File: config.mk
export PLATFORM = sky130hd
export DESIGN_NAME = shift_seq_ctrl
export DESIGN_NICKNAME = d
export VERILOG_FILES = /design/src/rtl/shift_seq_ctrl.sv
export SDC_FILE = /design/constraint.sdc
export NUM_CORES = 1
export LEC_CHECK = 0
export BUFFER_PORTS_ARGS = -buffer_cell sky130_fd_sc_hd__clkbuf_2
export CAP_MARGIN = 10
export CELL_PAD_IN_SITES_DETAIL_PLACEMENT = 1
export CELL_PAD_IN_SITES_GLOBAL_PLACEMENT = 1
export CORE_MARGIN = 4
export CORE_UTILIZATION = 45
export DETAILED_ROUTE_END_ITERATION = 8
export PLACE_DENSITY_LB_ADDON = 0.1
export SYNTH_ARGS = -nofsm -noshare
export SYNTH_HDL_FRONTEND = slang
export SYNTH_SLANG_ARGS = --single-unit
File: constraint.sdc
create_clock -name clk -period 3.2 [get_ports clk]
set_clock_uncertainty 0.2 [all_clocks]
set_input_delay 0.64 -clock clk [delete_from_list [all_inputs] [get_ports clk]]
set_output_delay 0.64 -clock clk [all_outputs]
set_load 0.005 [all_outputs]
File: src/rtl/shift_seq_ctrl.sv
// Multi-cycle shift sequencer: one request in, five power-of-two shift stages
// (one per clock), one result out, with valid/ready handshakes on both sides.
module shift_seq_ctrl (
    input  logic        clk,
    input  logic        rst,
    input  logic        in_valid,
    output logic        in_ready,
    input  logic [31:0] in_a,
    input  logic [4:0]  in_shamt,
    input  logic [1:0]  in_op,
    input  logic        flush,
    output logic        out_valid,
    input  logic        out_ready,
    output logic [31:0] out_data,
    output logic        busy
);

    localparam logic [1:0] OP_SLL  = 2'b00;
    localparam logic [1:0] OP_SRL  = 2'b01;
    localparam logic [1:0] OP_PASS = 2'b10;
    localparam logic [1:0] OP_SRA  = 2'b11;

    typedef enum logic [1:0] {
        S_IDLE  = 2'd0,
        S_SHIFT = 2'd1,
        S_DONE  = 2'd2
    } state_t;

    state_t      state_q, state_d;
    logic [2:0]  stage_q, stage_d;
    logic [31:0] work_q,  work_d;
    logic [4:0]  shamt_q, shamt_d;
    logic [1:0]  op_q,    op_d;

    // One shift stage of 2^stage positions; SRA replicates the current sign bit.
    function automatic logic [31:0] shift_stage(input logic [31:0] w,
                                                input logic [1:0]  op,
                                                input logic [2:0]  stage);
        logic [4:0]  amt;
        logic [31:0] r;
        amt = 5'd1 << stage;
        case (op)
            OP_SLL:  r = w << amt;
            OP_SRL:  r = w >> amt;
            OP_SRA:  r = $unsigned($signed(w) >>> amt);
            default: r = w;
        endcase
        return r;
    endfunction

    // State and datapath registers.
    always_ff @(posedge clk) begin
        if (rst) begin
            state_q <= S_IDLE;
            stage_q <= 3'd0;
            work_q  <= 32'd0;
            shamt_q <= 5'd0;
            op_q    <= 2'b00;
        end else begin
            state_q <= state_d;
            stage_q <= stage_d;
            work_q  <= work_d;
            shamt_q <= shamt_d;
            op_q    <= op_d;
        end
    end

    // Next-state and datapath update; flush beats any acceptance or progress.
    always_comb begin
        state_d = state_q;
        stage_d = stage_q;
        work_d  = work_q;
        shamt_d = shamt_q;
        op_d    = op_q;
        if (flush) begin
            state_d = S_IDLE;
        end else begin
            case (state_q)
                S_IDLE: begin
                    if (in_valid) begin
                        shamt_d = in_shamt;
                        op_d    = in_op;
                        stage_d = 3'd0;
                        work_d  = in_a;
                        if ((in_shamt == 5'd0) || (in_op == OP_PASS)) begin
                            state_d = S_DONE;
                        end else begin
                            state_d = S_SHIFT;
                        end
                    end else begin
                        state_d = S_IDLE;
                    end
                end
                S_SHIFT: begin
                    if (shamt_q[stage_q]) begin
                        work_d = shift_stage(work_q, op_q, stage_q);
                    end else begin
                        work_d = work_q;
                    end
                    if (stage_q == 3'd4) begin
                        stage_d = 3'd0;
                        state_d = S_DONE;
                    end else begin
                        stage_d = stage_q + 3'd1;
                        state_d = S_SHIFT;
                    end
                end
                S_DONE: begin
                    if (out_ready) begin
                        state_d = S_IDLE;
                    end else begin
                        state_d = S_DONE;
                    end
                end
                default: begin
                    state_d = S_IDLE;
                end
            endcase
        end
    end

    assign in_ready  = (state_q == S_IDLE) && !rst;
    assign out_valid = (state_q == S_DONE);
    assign busy      = (state_q != S_IDLE);
    assign out_data  = work_q;

endmodule
* After elaboration in Yosys (flattened, before gate mapping)
Cells that the tools add are included. W data, S select, Z words.
Storage, ports and cells: register bits after elaboration 44, logic and storage cells 47
Operators by class: shift operators 4, eq/ne operators 9, magnitude comparators 1, reduce and logical (&&, ||, !) cells 12, muxes and demuxes 14, $add $sub $neg 1, bitwise operators 1
Operators by type and width (count):
- $pmux W32 S3 | 1
- $mux W32 | 2
- $pmux W32 S2 | 1
- $shl A32 B5 Y32 | 1
- $shr A32 B5 Y32 | 1
- $sshr A32 B5 Y32 | 1
- $mux W2 | 4
- $eq A2 B2 Y1 const B | 3
- $mux W3 | 2
- $pmux W2 S3 | 1
- $pmux W3 S2 | 1
- $reduce_and A3 Y1 | 2
- $logic_not A5 Y1 | 1
- $reduce_and A5 Y1 | 1
- $shl A1 B3 Y5 const A | 1
- $eq A2 B1 Y1 const B | 2
- $logic_not A2 Y1 | 2
- $lt A3 B4 Y1 const B | 1
- $ne A2 B2 Y1 const B | 2
- $ne A4 B1 Y1 const B | 1
- $reduce_bool A2 Y1 | 2
- $add A3 B1 Y3 const B | 1
- $bmux W1 S3 | 1
- $eq A3 B3 Y1 const B | 1
- 6 further kinds | 6

* Logic depth before layout (Yosys ltp)
word-level depth 5, depth in mapped cells 13, mapped depth without buffers 8

* Worst setup path after synthesis
Ideal clock, no wire load.
path type register -> register, start register stage_q[2], end register work_q[17], in the netlist out_data[17], slack 0.311 ns, buffers on the path 5, arrival 2.569 ns, data required time 2.880 ns, cell stages (with the launch flop) 14, path through dfxtp_1 > buf_6 > buf_6 > inv_2 > buf_1 > ha_1 > clkbuf_1 > inv_1 > nand2_1 > clkbuf_1 > o21ai_0 > a2bb2oi_1 > a41oi_1 > a211o_1
On the way: longest elaborated chain between the ends 5
RTL lines:
- from (decl) | line 30 | logic [2:0] stage_q, stage_d;
- from (signal assigned) | line 61 | stage_q <= stage_d;
- $shl A1 B3 Y5 | line 41 | amt = 5'd1 << stage;
- $sshr A32 B5 Y32 (tied with other cells) | line 45 | OP_SRA: r = $unsigned($signed(w) >>> amt);
- $pmux W32 S3 | line 42 | case (op)
- $mux W32 | line 95 | if (shamt_q[stage_q]) begin
- $pmux W32 S2 | line 78 | case (state_q)
- to (signal assigned) | line 62 | work_q <= work_d;
- to (decl) | line 31 | logic [31:0] work_q, work_d;
Several ways; a longest one is shown, not always the timed one. The select of a mux whose other input is x is not followed. A chain may end at the register's enable or synchronous reset.

* Worst setup path after layout
start register stage_q[0], end register work_q[28], in the netlist out_data[28]
Same word-level chain as after synthesis.

==> results.md <==
* Routed met2 length at between 15000 and 20000 um
* Root Driver: clkbuf_16
* DRT Pass-1 Iters at 6
* PD cells at approximately 260 nW/um^2
* Leak pwr at roughly 3.4 nW
* Total number of vias at between 10000 and 15000
* Routed wl met3 at ~7200 um
* TritonCTS Buffers at 5
* PnR Total Power at around 2.3 mW
* Critical path class: reg2reg
* Post-layout instance area at just under 9000 um^2
* Post-route ant nets at 0
* Clock transition at path regs at 0.08 ns
* Sw Share at between 40% and 50%
* Clk Latency, worst-skew pair at 0.31 ns
* Syn nets at 1016
* Max-Cap Viols at 0
* Drc violations at 0
* Hold WS at 0.278 ns
* Sequential share of power at a little under a third
* Vias per cell at between 7 and 8
* Violated checks: setup timing
* Data required time of the worst path at approximately 3.2 ns
* Routed len/inst at approximately 35 um
* Final hold vios at 0
* Path category of the worst min-delay check: reg2reg
* Peak VDD IR at between 0.00015 and 0.0002 V
* Max Clock Freq at a little over 0.3 GHz
* Initial DRC count at 1776
* Yosys warning count at 0
* Final count of pins violating max slew at 0
* First-pass GRT wire length at between 60000 and 70000 um
* Yosys cell types at between 90 and 100
* Hpwl dp at about 33000 um
* Slew margin rel. at roughly 36%
* Syn_area_per_cell at roughly 7.4 um^2
* Fin nets at 1132
* Status: finished, violations left
* Final worst-path cycle share at 101%
* Starting density of the core at between 40% and 50%
* Tmin final at 3.22 ns
* Initial antenna violation count at 0
* Comb pwr share at about two fifths
* WL met1 at ~16000 um
* Row cnt at 45
* CP Capture Type: flop
* Post-synthesis mux area share at 17.3%
* Core area at approximately 15000 um^2
* Area of the mapped netlist at 7160 um^2
* Worst setup SP type: flop
* Ys async rst share at 0%
* # port buffers at 78
* Vias in the first global route at 9894
* Least-Margin Pin Slew at approximately 0.96 ns
* Die area at approximately 18000 um^2
* DP Area at around 8300 um^2
* Overflow after GRT at 0
* Die height at between 100 and 150 um
* Synth Register Bits at 44
* Total track usage at 47.4%
* CTS Hold Bufs at 0
* Post-route setup slack at -0.0217 ns
* Mapped Cells at 967
* Setup Viol. Count Final at 1
* IO Count at between 70 and 80
* CP max stage delay at 0.51 ns
* Xor/xnor cell area share of the yosys netlist at 0%
* Syn-to-layout area delta at 21.5%
* Sequential area share after synthesis at about 12%
* Die width at 134 um
* Max H-tree Level at 2
* Pint at roughly 1.3 mW
* Highest routed layer: met4
* CP max FO at 21
* Max clock buf depth at 2
* Net Switching at ~0.94 mW
* WP data arrival at roughly 3.2 ns
* RD Place Congestion at around 1.1
* Adder-cell share of the synthesized area at 0.873%
* Critical-path cell list: inv_1 > ha_4 > buf_12 > nand2b_1 > buf_4 > mux4_2 > mux2i_1 > a2111oi_1 > o21a_1
* Largest net degree at the start of global routing at between 50 and 60
* Post-synth EDFFs at 0
* Clk pwr share at 30.0%
* Antenna diodes at 0
* Top FF cell, synth: dfxtp_1
* Clock sink count at 44
* Post-Route WL at around 45000 um
* Compound-Gate Fraction of Synth Area at a little over a third
* CTS tree: yes
* Slowest-stage cell, CP: mux4_2
* Simple-gate area share of the yosys netlist at approximately a quarter
* Layout cells sized above 1 at between 30% and 40%
* Main combinational cell family by area after synthesis: compound AO/OA/AOI/OAI gates
-- worst max-delay path, delay by kind of cell (launching register included) --
family	cells	cell delay (ns)
and+or+nand+nor	1	0.12
buffers and inverters	3	0.59
DFF	1	0.43
adders and majority gates	1	0.30
AOI/OAI and AO/OA	2	0.47
muxes	2	0.96
-- cells in the mapped netlist, drive strengths merged (7+ instances only) --
cell	count	share of area, %
nand3	18	1.3
o2111ai	8	0.98
and3	12	1.0
a211oi	24	2.8
dfxtp	44	12
clkbuf	63	3.3
a2111oi	9	1.2
o21ai	57	4.0
a22oi	13	1.4
or3b	8	0.98
o211ai	17	1.8
buf	57	5.8
o31ai	11	1.2
and2	7	0.61
nand2	88	4.7
or4	7	0.73
mux4	14	4.5
nor3	40	3.0
nor2b	15	1.3
nand4	10	0.87
o221ai	8	0.98
mux2	41	6.4
a32oi	8	0.98
nor2	63	3.3
mux2i	46	6.4
o22ai	43	3.8
a211o	8	0.98
a21oi	56	4.0
nor4	9	0.79
inv	17	0.89
a31oi	19	1.7
nand2b	11	0.96
a221oi	9	1.2
-- sequential cells by signal (all words and copies together) (netlist names) --
register,count
stage_q,3
out_data,32
shamt_q,5
state_q,2
op_q,2
-- path summary, 6_finish.rpt --
check,from,to,slack (ns),depth (start not counted)
max,stage_q[0],out_data[28],-0.02,9
min,shamt_q[1],shamt_q[1],0.28,2
max reg2reg,stage_q[0],out_data[28],-0.02,9
min reg2reg,shamt_q[1],shamt_q[1],0.28,2
-- metrics by stage --
step | setup WS, ns | std cells | utilization, % | setup TNS, ns
CTS | 0.0119 | 1285 | 55.7 | 0
global route | -0.00155 | 1295 | 56.6 | -0.00155
floorplan | 0.311 | 967 | - | 0
global placement | -0.268 | 1274 | 53.9 | -0.463
finish | -0.0217 | 1295 | 56.6 | -0.0217
detailed placement | -0.338 | 1274 | 53.9 | -1.76
-- area by class of cell --
| type | instances | area [um^2] |
|---|---|---|
| timing repair buffer | 229 | 1610 |
| inverter | 17 | 63.8 |
| tap | 211 | 264 |
| clock inverter | 1 | 30.0 |
| multi-input combinational | 786 | 5700 |
| sequential | 44 | 885 |
| clock buffer | 7 | 153 |
| fill | 1957 | 6670 |
-- placed cells by master (no fill, tap or decap), types with 6 or more instances in the layout --
| master | count |
|---|---|
| nor2b_1 | 13 |
| nand3_1 | 17 |
| mux4_2 | 13 |
| a221oi_1 | 7 |
| or4_1 | 6 |
| o2111ai_1 | 8 |
| nand2_1 | 86 |
| buf_12 | 6 |
| nor2_1 | 62 |
| nand2b_1 | 10 |
| nor3_1 | 38 |
| o22ai_1 | 41 |
| and3b_1 | 6 |
| clkbuf_2 | 78 |
| mux2i_1 | 46 |
| a22oi_1 | 13 |
| inv_1 | 15 |
| o221ai_1 | 7 |
| a21oi_1 | 54 |
| nor4_1 | 9 |
| o21ai_0 | 55 |
| mux2_2 | 41 |
| o211ai_1 | 17 |
| buf_4 | 142 |
| o21a_1 | 6 |
| a211oi_1 | 20 |
| dfxtp_1 | 41 |
| a32oi_1 | 7 |
| and2_1 | 7 |
| a31oi_1 | 19 |
| o31ai_1 | 10 |
| nand4_1 | 10 |
| and3_1 | 12 |
| a211o_1 | 8 |
-- metal layers --
layer	GRT usage, %	vias up
met5	0	-
li1	-	4004
met4	24.8	0
met2	68.4	1035
met1	61.2	4942
met3	18.1	289
-- power by group through the flow --
stage,combinational [mW],clock [mW],sequential [mW]
final,0.905,0.686,0.699
after global routing,0.922,0.698,0.692
after CTS,0.835,0.678,0.681
after detailed placement,0.822,0,0.693
after global placement,0.805,0,0.691
after floorplan,0.478,0,0.626
-- cell families after synthesis --
| family | count (synthesis) |
|---|---|
| AOI/OAI and AO/OA | 354 |
| muxes | 101 |
| buffers and inverters | 137 |
| DFF | 44 |
| adders and majority gates | 5 |
| and+or+nand+nor | 326 |
-- what timing repair did --
item / 4_1_cts / 5_1_grt
gates resized for setup: 10 / 15
setup endpoints to repair: 21 / 17
setup buffers: 3 / 9
pin swaps: 4 / 6
Power figures use the tool's default switching activity.
